File: config.mk
export PLATFORM = sky130hd
export DESIGN_NAME = sseg_scan_ctrl
export DESIGN_NICKNAME = d
export VERILOG_FILES = /design/src/rtl/sseg_scan_ctrl.sv
export SDC_FILE = /design/constraint.sdc
export NUM_CORES = 1
export LEC_CHECK = 0
export BUFFER_PORTS_ARGS = -buffer_cell sky130_fd_sc_hd__buf_2
export CORE_MARGIN = 5
export CORE_UTILIZATION = 62
export CTS_CLUSTER_DIAMETER = 60
export CTS_CLUSTER_SIZE = 25
export DETAILED_ROUTE_END_ITERATION = 8
export PLACE_DENSITY = 0.83
export SYNTH_ARGS = -nofsm -noshare
export SYNTH_HDL_FRONTEND = slang
export SYNTH_SLANG_ARGS = --single-unit
File: constraint.sdc
create_clock -name clk -period 5.86 [get_ports clk]
set_input_delay 1.172 -clock clk [delete_from_list [all_inputs] [get_ports clk]]
set_output_delay 1.172 -clock clk [all_outputs]
set_load 0.02 [all_outputs]
File: src/rtl/sseg_scan_ctrl.sv
// rtl/sseg_scan_ctrl.sv - multiplexed seven-segment scan controller with a one-deep write buffer
// Define SSEG_LZB_EN to enable leading-zero blanking of the anode drive.
module sseg_scan_ctrl #(
    parameter int NDIG  = 4,
    parameter int DIV   = 50000,
    parameter int GUARD = 2
) (
    input  logic              clk,
    input  logic              rst_n,
    input  logic              wr_valid,
    input  logic [4*NDIG-1:0] wr_data,
    output logic              wr_ready,
    output logic [3:0]        digit_nib,
    output logic [NDIG-1:0]   an,
    output logic              frame_done
);
    localparam int CW = $clog2(DIV);
    localparam int IW = $clog2(NDIG);
    localparam logic [CW-1:0] CNT_LAST = CW'(DIV - 1);
    localparam logic [CW-1:0] GUARD_C  = CW'(GUARD);
    localparam logic [IW-1:0] IDX_LAST = IW'(NDIG - 1);

    logic [CW-1:0]      cnt_q, cnt_d;
    logic [IW-1:0]      idx_q, idx_d;
    logic [4*NDIG-1:0]  active_q, active_d;
    logic [4*NDIG-1:0]  pending_q, pending_d;
    logic               full_q, full_d;
    logic [3:0]         nib_q, nib_d;
    logic [NDIG-1:0]    an_q, an_d;
    logic               fdone_q;
    logic               tick, boundary, blank;

    assign tick     = (cnt_q == CNT_LAST);
    assign boundary = tick && (idx_q == IDX_LAST);

    always_comb begin
        cnt_d     = tick ? '0 : cnt_q + 1'b1;
        idx_d     = idx_q;
        if (tick)
            idx_d = (idx_q == IDX_LAST) ? '0 : idx_q + 1'b1;

        active_d  = active_q;
        pending_d = pending_q;
        full_d    = full_q;
        if (boundary && full_q) begin
            active_d = pending_q;
            full_d   = 1'b0;
        end
        // A write accepted on the boundary cycle lands in pending only.
        if (wr_valid && !full_q) begin
            pending_d = wr_data;
            full_d    = 1'b1;
        end

        // Outputs are computed from next-state values so they line up with the new slot.
        nib_d = active_d[4*idx_d +: 4];

        blank = 1'b0;
`ifdef SSEG_LZB_EN
        blank = (idx_d != '0);
        for (int k = 0; k < NDIG; k++) begin
            if (k >= int'(idx_d) && active_d[4*k +: 4] != 4'h0)
                blank = 1'b0;
        end
`endif

        an_d = '1;
        if (cnt_d >= GUARD_C && !blank)
            an_d[idx_d] = 1'b0;
    end

    always_ff @(posedge clk or negedge rst_n) begin
        if (!rst_n) begin
            cnt_q     <= '0;
            idx_q     <= '0;
            active_q  <= '0;
            pending_q <= '0;
            full_q    <= 1'b0;
            nib_q     <= '0;
            an_q      <= '1;
            fdone_q   <= 1'b0;
        end else begin
            cnt_q     <= cnt_d;
            idx_q     <= idx_d;
            active_q  <= active_d;
            pending_q <= pending_d;
            full_q    <= full_d;
            nib_q     <= nib_d;
            an_q      <= an_d;
            fdone_q   <= boundary;
        end
    end

    assign wr_ready   = !full_q;
    assign digit_nib  = nib_q;
    assign an         = an_q;
    assign frame_done = fdone_q;
endmodule
======== After elaboration in Yosys (flattened, before gate mapping) ========
Index checks and enable logic that the tools add are counted.
storage, ports and cells
  register bits ........................... 60
  word-level logic and storage cells ...... 32
  output and inout port bits .............. 10
  input port bits ......................... 19
cells by class
  bitwise operators ....................... 1
  order comparisons ....................... 3
  shifts and indexed selects .............. 1
  eq/ne operators ......................... 2
  muxes and demuxes ....................... 9
  $add $sub $neg .......................... 2
  reductions and logical operators ........ 6
operators by type and width
  operator                 number
  $mux W16                 2
  $add A16 B1 Y16 const B  1
  $eq A16 B16 Y1 const B   1
  $ge A16 B2 Y1 const B    1
  $shiftx A16 B5 Y4        1
  $logic_and A1 B1 Y1      4
  $mux W2                  2
  $mux W4                  1
  $not A4 Y4               1
  $lt A2 B3 Y1 const B     1
  $mux W1                  3
  $add A2 B1 Y2 const B    1
  $demux W1 S2             1
  $eq A2 B2 Y1 const B     1
  $ge A2 B1 Y1 const B     1
  $reduce_bool A2 Y1       1
  $logic_not A1 Y1         1

======== Logic depth before layout (Yosys ltp) ========
Gate-level depths: netlist of the first run.
  depth in word-level cells ............... 9
  mapped depth ............................ 10
  depth with buffers taken out ............ 8

======== Least setup slack after synthesis of the first run ========
No wires, ideal clock.
  path kind ............................... input to register
  from .................................... input port wr_valid
  to ...................................... register pending_q[10]
  stages on the path ...................... 4
  data required time ...................... 5735 ps
  setup time .............................. 125 ps
  arrival time ............................ 2251 ps
  buffers on the path ..................... 2
  path slack .............................. 3484 ps
  cell sequence ........................... nor2b_1 > clkbuf_1 > clkbuf_1 > mux2_2
on the way
  longest elaborated chain between the ends .. 1
ends and longest elaborated chain
  item                  line  source
  from (decl)           10    input logic wr_valid,
  $logic_and A1 B1 Y1   50    if (wr_valid && !full_q) begin
  to (signal assigned)  86    pending_q <= pending_d;
  to (decl)             26    logic [4*NDIG-1:0] pending_q, pending_d;
Every way passes these cells.
A chain may end at the register's enable or synchronous reset.

======== Worst setup path in the final report of the first run ========
  from .................................... register cnt_q[0]
  to ...................................... register nib_q[0] (netlist: digit_nib[0])
on the way
  longest elaborated chain between the ends .. 5
  elaborated cells on any way between the ends .. 6
  classes of those cells .................. eq/ne (1); shift (1); mux (2); reduce/logical (2)
ends and longest elaborated chain
  item                    line  source
  from (decl)             23    logic [CW-1:0] cnt_q, cnt_d;
  from (signal assigned)  83    cnt_q <= cnt_d;
  $eq A16 B16 Y1          33    assign tick = (cnt_q == CNT_LAST);
  $logic_and A1 B1 Y1     34    assign boundary = tick && (idx_q == IDX_LAST);
  $logic_and A1 B1 Y1     45    if (boundary && full_q) begin
  $mux W16                45
  net active_d[8]         25    logic [4*NDIG-1:0] active_q, active_d;
  $shiftx A16 B5 Y4       56    nib_d = active_d[4*idx_d +: 4];
  net nib_d[0]            28    logic [3:0] nib_q, nib_d;
  to (signal assigned)    88    nib_q <= nib_d;
  to (decl)               28
The timed path passes the listed nets, and every way through them passes these cells.

==> results.cfg, run 1 <==
[outcome]
outcome = finished, final reports clean

[critical_path]
worstPathCellList = ha_1 > nand3_1 > and4b_1 > and3_4 > mux2_2 > mux2i_1 > mux2i_1
cp_slowest_stage_delay_ps = 730
start_kind = register
regToRegSetupSlack_ps = 2970
path_class = reg2reg
critPathCaptureType = register
r2r_cells = 7
cpMaxStageDelayCell = and4b_1
startpoint = cnt_q[0]
crit_fanout = 17
cp_num_cells = 7
arrival_ps = 3090
crit_path_end = digit_nib[0]
cp.buffers_inverters = 0
cp_common_cell = mux2i_1
worstReg2RegEnd = digit_nib[0]
crit_required_ps = 6060
crit_family = simple AND/OR/NAND/NOR gates
r2r_start = cnt_q[0]

[logic_synthesis]
synth_edf_count = 0
synth_area_um2 = 2760
ys_seq_elements = 60
syn_nets = 245
ys_async_sr_fraction_pct = 100
synthFlopType = dfrtp_1
yosysSeqAreaShare_pct = 54.7
yosysUniqueCellTypes = 45
syn_inst = 223
syn_avg_cell_area_um2 = 12.4
yosysWarnings = 0

[final_layout]
stdcell_count = 307
diodes = 0
nNetsFinal = 272
design_area_um2 = 3100
utilization_pct = 71.7
drive_gt1_share_pct = 33.7
area_growth_syn_to_layout_pct = 12.6

[timing]
fin_tns_setup_ps = 0
fin_crit_sh_pct = 49.3
tightestPinTransition_ps = 714
whs_ps = 498
fin_skew_ps = 6.47
period_needed_ps = 2890
fin_ws_ps = 2970
slew_headroom_pct = 52.4
fmax_mhz = 346
maxSlewViolCount = 0
setup_viol = 0
hold_viol_final = 0
rsz0062_at_grt = false

[floorplanning]
start_util_pct = 63.7
die_width_um = 76.7
fp.dieH_um = 76.7
num_rows = 24
core_area_um2 = 4320
die-area_um2 = 5880
ioPinCount = 29

[power_and_ir_drop]
pwr-share-comb_pct = 3.0
power.density_nw_per_um2 = 278
switching_power_mw = 0.171
p_seq_share_pct = 50.5
clkPwrFrac_pct = 46.5
power_mw = 0.861
p_int_mw = 0.690
ir_drop_v = 0.000219
sw_frac_of_total_pct = 19.9
cellLeakagePower_nw = 1.47

[cts]
clock-sinks = 60
tritoncts = built
clockRootBuffer = clkbuf_8
cts_resized = 0
clkLatencyLatePin_ps = 330
clk_pin_slew_worst_paths_ps = 60
cts_max_path_buffers = 2
cts_setup_buffers = 0
postCtsHoldBufs = 0
cts_max_level = 3
cts_inserted_buffers = 9

[placed_design]
port_buffers = 28
dpl-instance-area_um2 = 2890
dp.cells = 291
place.gp.congestion = 0.934
place_ws_ps = 2970
post-dp-hpwl_um = 3630

[grt]
grt_pass1_vias = 1899
overflow = 0
grt_pass1_wl_um = 8920
grt_max_degree = 61
antenna_found_initial = 0
grt_usage_pct = 19.1

[detailed_routing]
totalWireLength_um = 5120
drt-pass1-iter-count = 4
ant_nets = 0
drc_errors = 0
first_iter_violations = 68
vias = 1741
via_per_inst = 5.67
wire_per_inst_um = 16.7

[hold_path]
worstHoldStart = active_q[6]
worst_hold_path_type = reg2reg

[flow_run]
max-cap-violations = 0
==> power by group through the flow <==
stage | combinational [mW] | sequential, mW | clock [mW]
4_1_cts | 0.0270 | 0.435 | 0.408
2_1_floorplan | 0.0115 | 0.439 | 0
3_5_place_dp | 0.0270 | 0.442 | 0
5_1_grt | 0.0301 | 0.436 | 0.427
3_3_place_gp | 0.0254 | 0.442 | 0
6_report | 0.0259 | 0.435 | 0.400
==> kinds of logic after synthesis <==
kind of cell	count (synthesis)	synth area share [%]
simple gates	70	13.6
flops	60	54.7
mux	37	16.6
buf+inv	20	4.09
compound gates	19	5.22
xor+xnor	14	4.45
fa+ha+maj	3	1.36
==> layout make-up <==
| cell class | count | area, µm² |
|---|---|---|
| clock inverter | 5 | 75.1 |
| clock buffer | 11 | 141 |
| sequential | 60 | 1510 |
| timing repair buffer | 30 | 155 |
| tap | 52 | 65.1 |
| fill | 306 | 1220 |
| inverter | 6 | 22.5 |
| multi-input combinational | 143 | 1140 |
==> per-layer routing <==
layer | vias up | GRT usage [%] | part of all wire, %
met4 | 0 | 9.62 | 1.5
met5 | - | 0 | 0
met3 | 8 | 3.98 | 3.6
li1 | 842 | - | -
met1 | 851 | 22.5 | 42
met2 | 40 | 32.7 | 53
==> layout by cell type, fill, tap and decap left out, types with 8 or more instances in the layout <==
cell type	netlist	layout
dfrtp_1	56	56
buf_2	4	28
mux2_2	23	23
nor2_1	19	19
nand3_1	14	14
nand2_1	10	10
clkbuf_8	0	10
mux2_4	9	9
xnor2_1	8	8
==> flip-flops by register name, indices dropped and copies added (netlist names) <==
signal and flops:
active_q 16, cnt_q 16, pending_q 16, an 4, digit_nib 4, idx_q 2, frame_done 1, full_q 1
==> synthesized netlist by cell type, types with 2 or more instances <==
cell type	number	area [µm²]
xor2_1	6	52.6
and3_1	3	18.8
buf_6	2	22.5
and2_1	2	12.5
mux2_2	23	259
dfstp_2	4	105
o22ai_2	2	25.0
inv_1	5	18.8
dfrtp_1	56	1400
nand4_1	2	12.5
nor4b_1	2	17.5
clkbuf_1	6	22.5
a21oi_1	3	15.0
and4b_1	2	20.0
mux2_4	9	135
o22ai_1	4	25.0
nor2_1	19	71.3
nor3_1	6	30.0
a211oi_1	2	15.0
buf_2	4	20.0
o2111ai_1	2	17.5
nor4_1	2	12.5
ha_1	3	37.5
nand2_1	10	37.5
nand3_1	14	70.1
xnor2_1	8	70.1
mux2i_1	4	40.0
==> how the worst min path moves through the flow <==
| stage | endpoint | slack [ps] | cells past startpoint |
|---|---|---|---|
| 2_1_floorplan | active_q[13] | 470 | 1 |
| 3_3_place_gp | active_q[6] | 480 | 1 |
| 3_5_place_dp | active_q[6] | 480 | 1 |
| 4_1_cts | active_q[6] | 500 | 1 |
| 5_1_grt | active_q[5] | 520 | 1 |
| 6_report | active_q[6] | 500 | 1 |
No activity file was read; power rests on OpenSTA's default activity.
==> inputs of run 2 (changes only) <==
--- a/config.mk
+++ b/config.mk
@@ -5,13 +5,14 @@
 export SDC_FILE = /design/constraint.sdc
 export NUM_CORES = 1
 export LEC_CHECK = 0
+export ABC_AREA = 1
 export BUFFER_PORTS_ARGS = -buffer_cell sky130_fd_sc_hd__buf_2
 export CORE_MARGIN = 5
-export CORE_UTILIZATION = 62
+export CORE_UTILIZATION = 59
 export CTS_CLUSTER_DIAMETER = 60
 export CTS_CLUSTER_SIZE = 25
 export DETAILED_ROUTE_END_ITERATION = 8
-export PLACE_DENSITY = 0.83
+export PLACE_DENSITY = 0.8
 export SYNTH_ARGS = -nofsm -noshare
 export SYNTH_HDL_FRONTEND = slang
 export SYNTH_SLANG_ARGS = --single-unit
==> constraint.sdc (replaced) <==
create_clock -name clk -period 2.95 [get_ports clk]
set_input_delay 0.59 -clock clk [delete_from_list [all_inputs] [get_ports clk]]
set_output_delay 0.59 -clock clk [all_outputs]
set_load 0.02 [all_outputs]
==> run 2 against run 1 <==
Compared with the run above: count of clock-buffer cells in the layout up 1; clock skew increased by 5.6 ps; cell count grew 51%; design area is 11% higher; non-clock buffer count rose by 1; wire length increased by 22%; clock power increased by 130%; synthesized cell count grew 60%; power grew 110%; largest power group is now clock.
==> results.cfg, run 2 <==
[outcome]
outcome = finished, final reports clean

[floorplanning]
ioPinCount = 29
start_util_pct = 59.7
die_width_um = 81.2
fp.dieH_um = 81.2
num_rows = 26
core_area_um2 = 5010
die-area_um2 = 6590

[cts]
cts_max_path_buffers = 2
cts_max_level = 3
clkLatencyLatePin_ps = 340
clock-sinks = 60
postCtsHoldBufs = 0
tritoncts = built
cts_setup_buffers = 0
clockRootBuffer = clkbuf_8
clk_pin_slew_worst_paths_ps = 70
cts_resized = 0
cts_inserted_buffers = 9

[critical_path]
path_class = reg2reg
worstPathCellList = ha_1 > nand2_1 > nor2_2 > nand3_1 > nor2_2 > buf_4 > nor2_2 > nor2_2 > nand2_1 > nor2_2 > nand3_2 > nand2_1
start_kind = register
cp_slowest_stage_delay_ps = 410
r2r_cells = 12
cp_common_cell = nor2_2
crit_required_ps = 3230
crit_fanout = 20
arrival_ps = 2280
critPathCaptureType = register
cpMaxStageDelayCell = dfrtp_1

[detailed_routing]
routed.top_layer = met4
first_iter_violations = 105
met1_length_um = 2560
drt-pass1-iter-count = 4
vias = 2421
drc_errors = 0
dr_wl_met3_um = 343
ant_nets = 0
wire_per_inst_um = 13.5
totalWireLength_um = 6250
wl_met2_um = 3200
via_per_inst = 5.22

[logic_synthesis]
synth.top_cell.area_share_pct = 46.8
syn_nets = 378
syn_inst = 356
synth_most_common_cell = nand2_1
synth_area_um2 = 2990
synth_edf_count = 0
synth_common_cells = 114 x nand2_1, 56 x dfrtp_1, 46 x inv_1
syn_avg_cell_area_um2 = 8.40
synth_top_area_cell = dfrtp_1
synth_area_leaders = dfrtp_1 47%, nand2_1 14%, mux2_2 6.0%
yosysWarnings = 0
ys_async_sr_fraction_pct = 100
synthFlopType = dfrtp_1
ys_seq_elements = 60
yosysUniqueCellTypes = 26
yosysSeqAreaShare_pct = 50.4

[final_layout]
drive_gt1_share_pct = 23.6
diodes = 0
nNetsFinal = 411
layout_common_cells = 114 x nand2_1, 56 x dfrtp_1, 46 x inv_1
fill_cells = 420
area_growth_syn_to_layout_pct = 14.9
reg.largest.list = active_q (16), cnt_q (16), pending_q (16)
design_area_um2 = 3440
final_common_cell = nand2_1

[grt]
grt_max_degree = 61
grt_usage_pct = 22.7
antenna_found_initial = 0
grt_pass1_wl_um = 11200
grt_pass1_vias = 2428
overflow = 0

[flow_run]
max-cap-violations = 0

[placed_design]
place_ws_ps = 946
port_buffers = 28
post-dp-hpwl_um = 4580
dpl-instance-area_um2 = 3190
place.gp.congestion = 0.927

[power_and_ir_drop]
cellLeakagePower_nw = 1.83
ir_drop_v = 0.000419
power.density_nw_per_um2 = 532
power_mw = 1.83

[timing]
fin_tns_setup_ps = 0
maxSlewViolCount = 0
fin_skew_ps = 12.1
fin_ws_ps = 948
hold_viol_final = 0
period_needed_ps = 2000
rsz0062_at_grt = false
fmax_mhz = 500
setup_viol = 0
tightestPinTransition_ps = 728
fin_crit_sh_pct = 67.9
slew_headroom_pct = 51.5

[hold_path]
worst_hold_path_type = in2async
run 2: changes by cell type after synthesis, sizes merged, moves of 6 or more:
| cell | before | now |
|---|---|---|
| inv | 5 | 47 |
| o22ai | 6 | 0 |
| nand3 | 14 | 22 |
| nand2 | 10 | 125 |
| nor2 | 19 | 39 |
| nand4 | 2 | 21 |
| xor2 | 6 | 0 |
| mux2 | 32 | 16 |
| xnor2 | 8 | 0 |
run 2: final cells by class:
type / instances / area (µm²) / share of cell area [%]
clock buffer: 12 / 155 / 4.51
multi-input combinational: 240 / 1250 / 36.5
tap: 70 / 87.6 / 2.55
inverter: 47 / 176 / 5.13
sequential: 60 / 1510 / 43.8
clock inverter: 4 / 95.1 / 2.77
timing repair buffer: 31 / 163 / 4.73
run 2: cell families (layout without fill, tap and decap cells):
logic type / count (synthesis) / count (layout) / share of synthesized area [%]
simple gates: 212 / 212 / 32.9
flops: 60 / 60 / 50.4
buf+inv: 56 / 94 / 7.70
mux: 16 / 16 / 6.02
compound gates: 9 / 9 / 1.76
fa+ha+maj: 3 / 3 / 1.25
run 2: worst paths after layout:
path                         startpoint            end  slack [ps]
setup reg to reg               cnt_q[0]          an[3]         950
setup / recovery               cnt_q[0]          an[3]         950
hold / removal                    rst_n       cnt_q[9]         390
max in group asynchronous         rst_n      cnt_q[14]        2070
min in group clk            wr_data[10]  pending_q[10]         480
hold reg to reg            active_q[12]   active_q[12]         480
run 2: layer usage:
layer	up-vias	global-route usage [%]
met3	13	6.43
met5	-	0
met4	0	10.8
met1	1147	27.2
li1	1194	-
met2	67	37.6
run 2: report_power, final:
group	internal (mW)	total [mW]	switching [mW]	leakage [nW]
logic	0.0268	0.0504	0.0236	0.924
clock network	0.606	0.913	0.307	0.127
registers	0.849	0.864	0.0150	0.779
run 2: worst max-delay path: cells and delay by family, from the launching register on:
family | cells | cell delay [ps]
simple gates | 10 | 1010
buf+inv | 1 | 250
fa+ha+maj | 1 | 280
flops | 1 | 410
run 2: metrics by stage:
| step | cells | hold slack, ps | utilization, % |
|---|---|---|---|
| after floorplan | 356 | 294 | - |
| after global placement | 448 | 465 | 63.6 |
| after detailed placement | 448 | 464 | 63.6 |
| after CTS | 464 | 419 | 68.6 |
| after global routing | 464 | 449 | 68.6 |
| final | 464 | 386 | 68.6 |
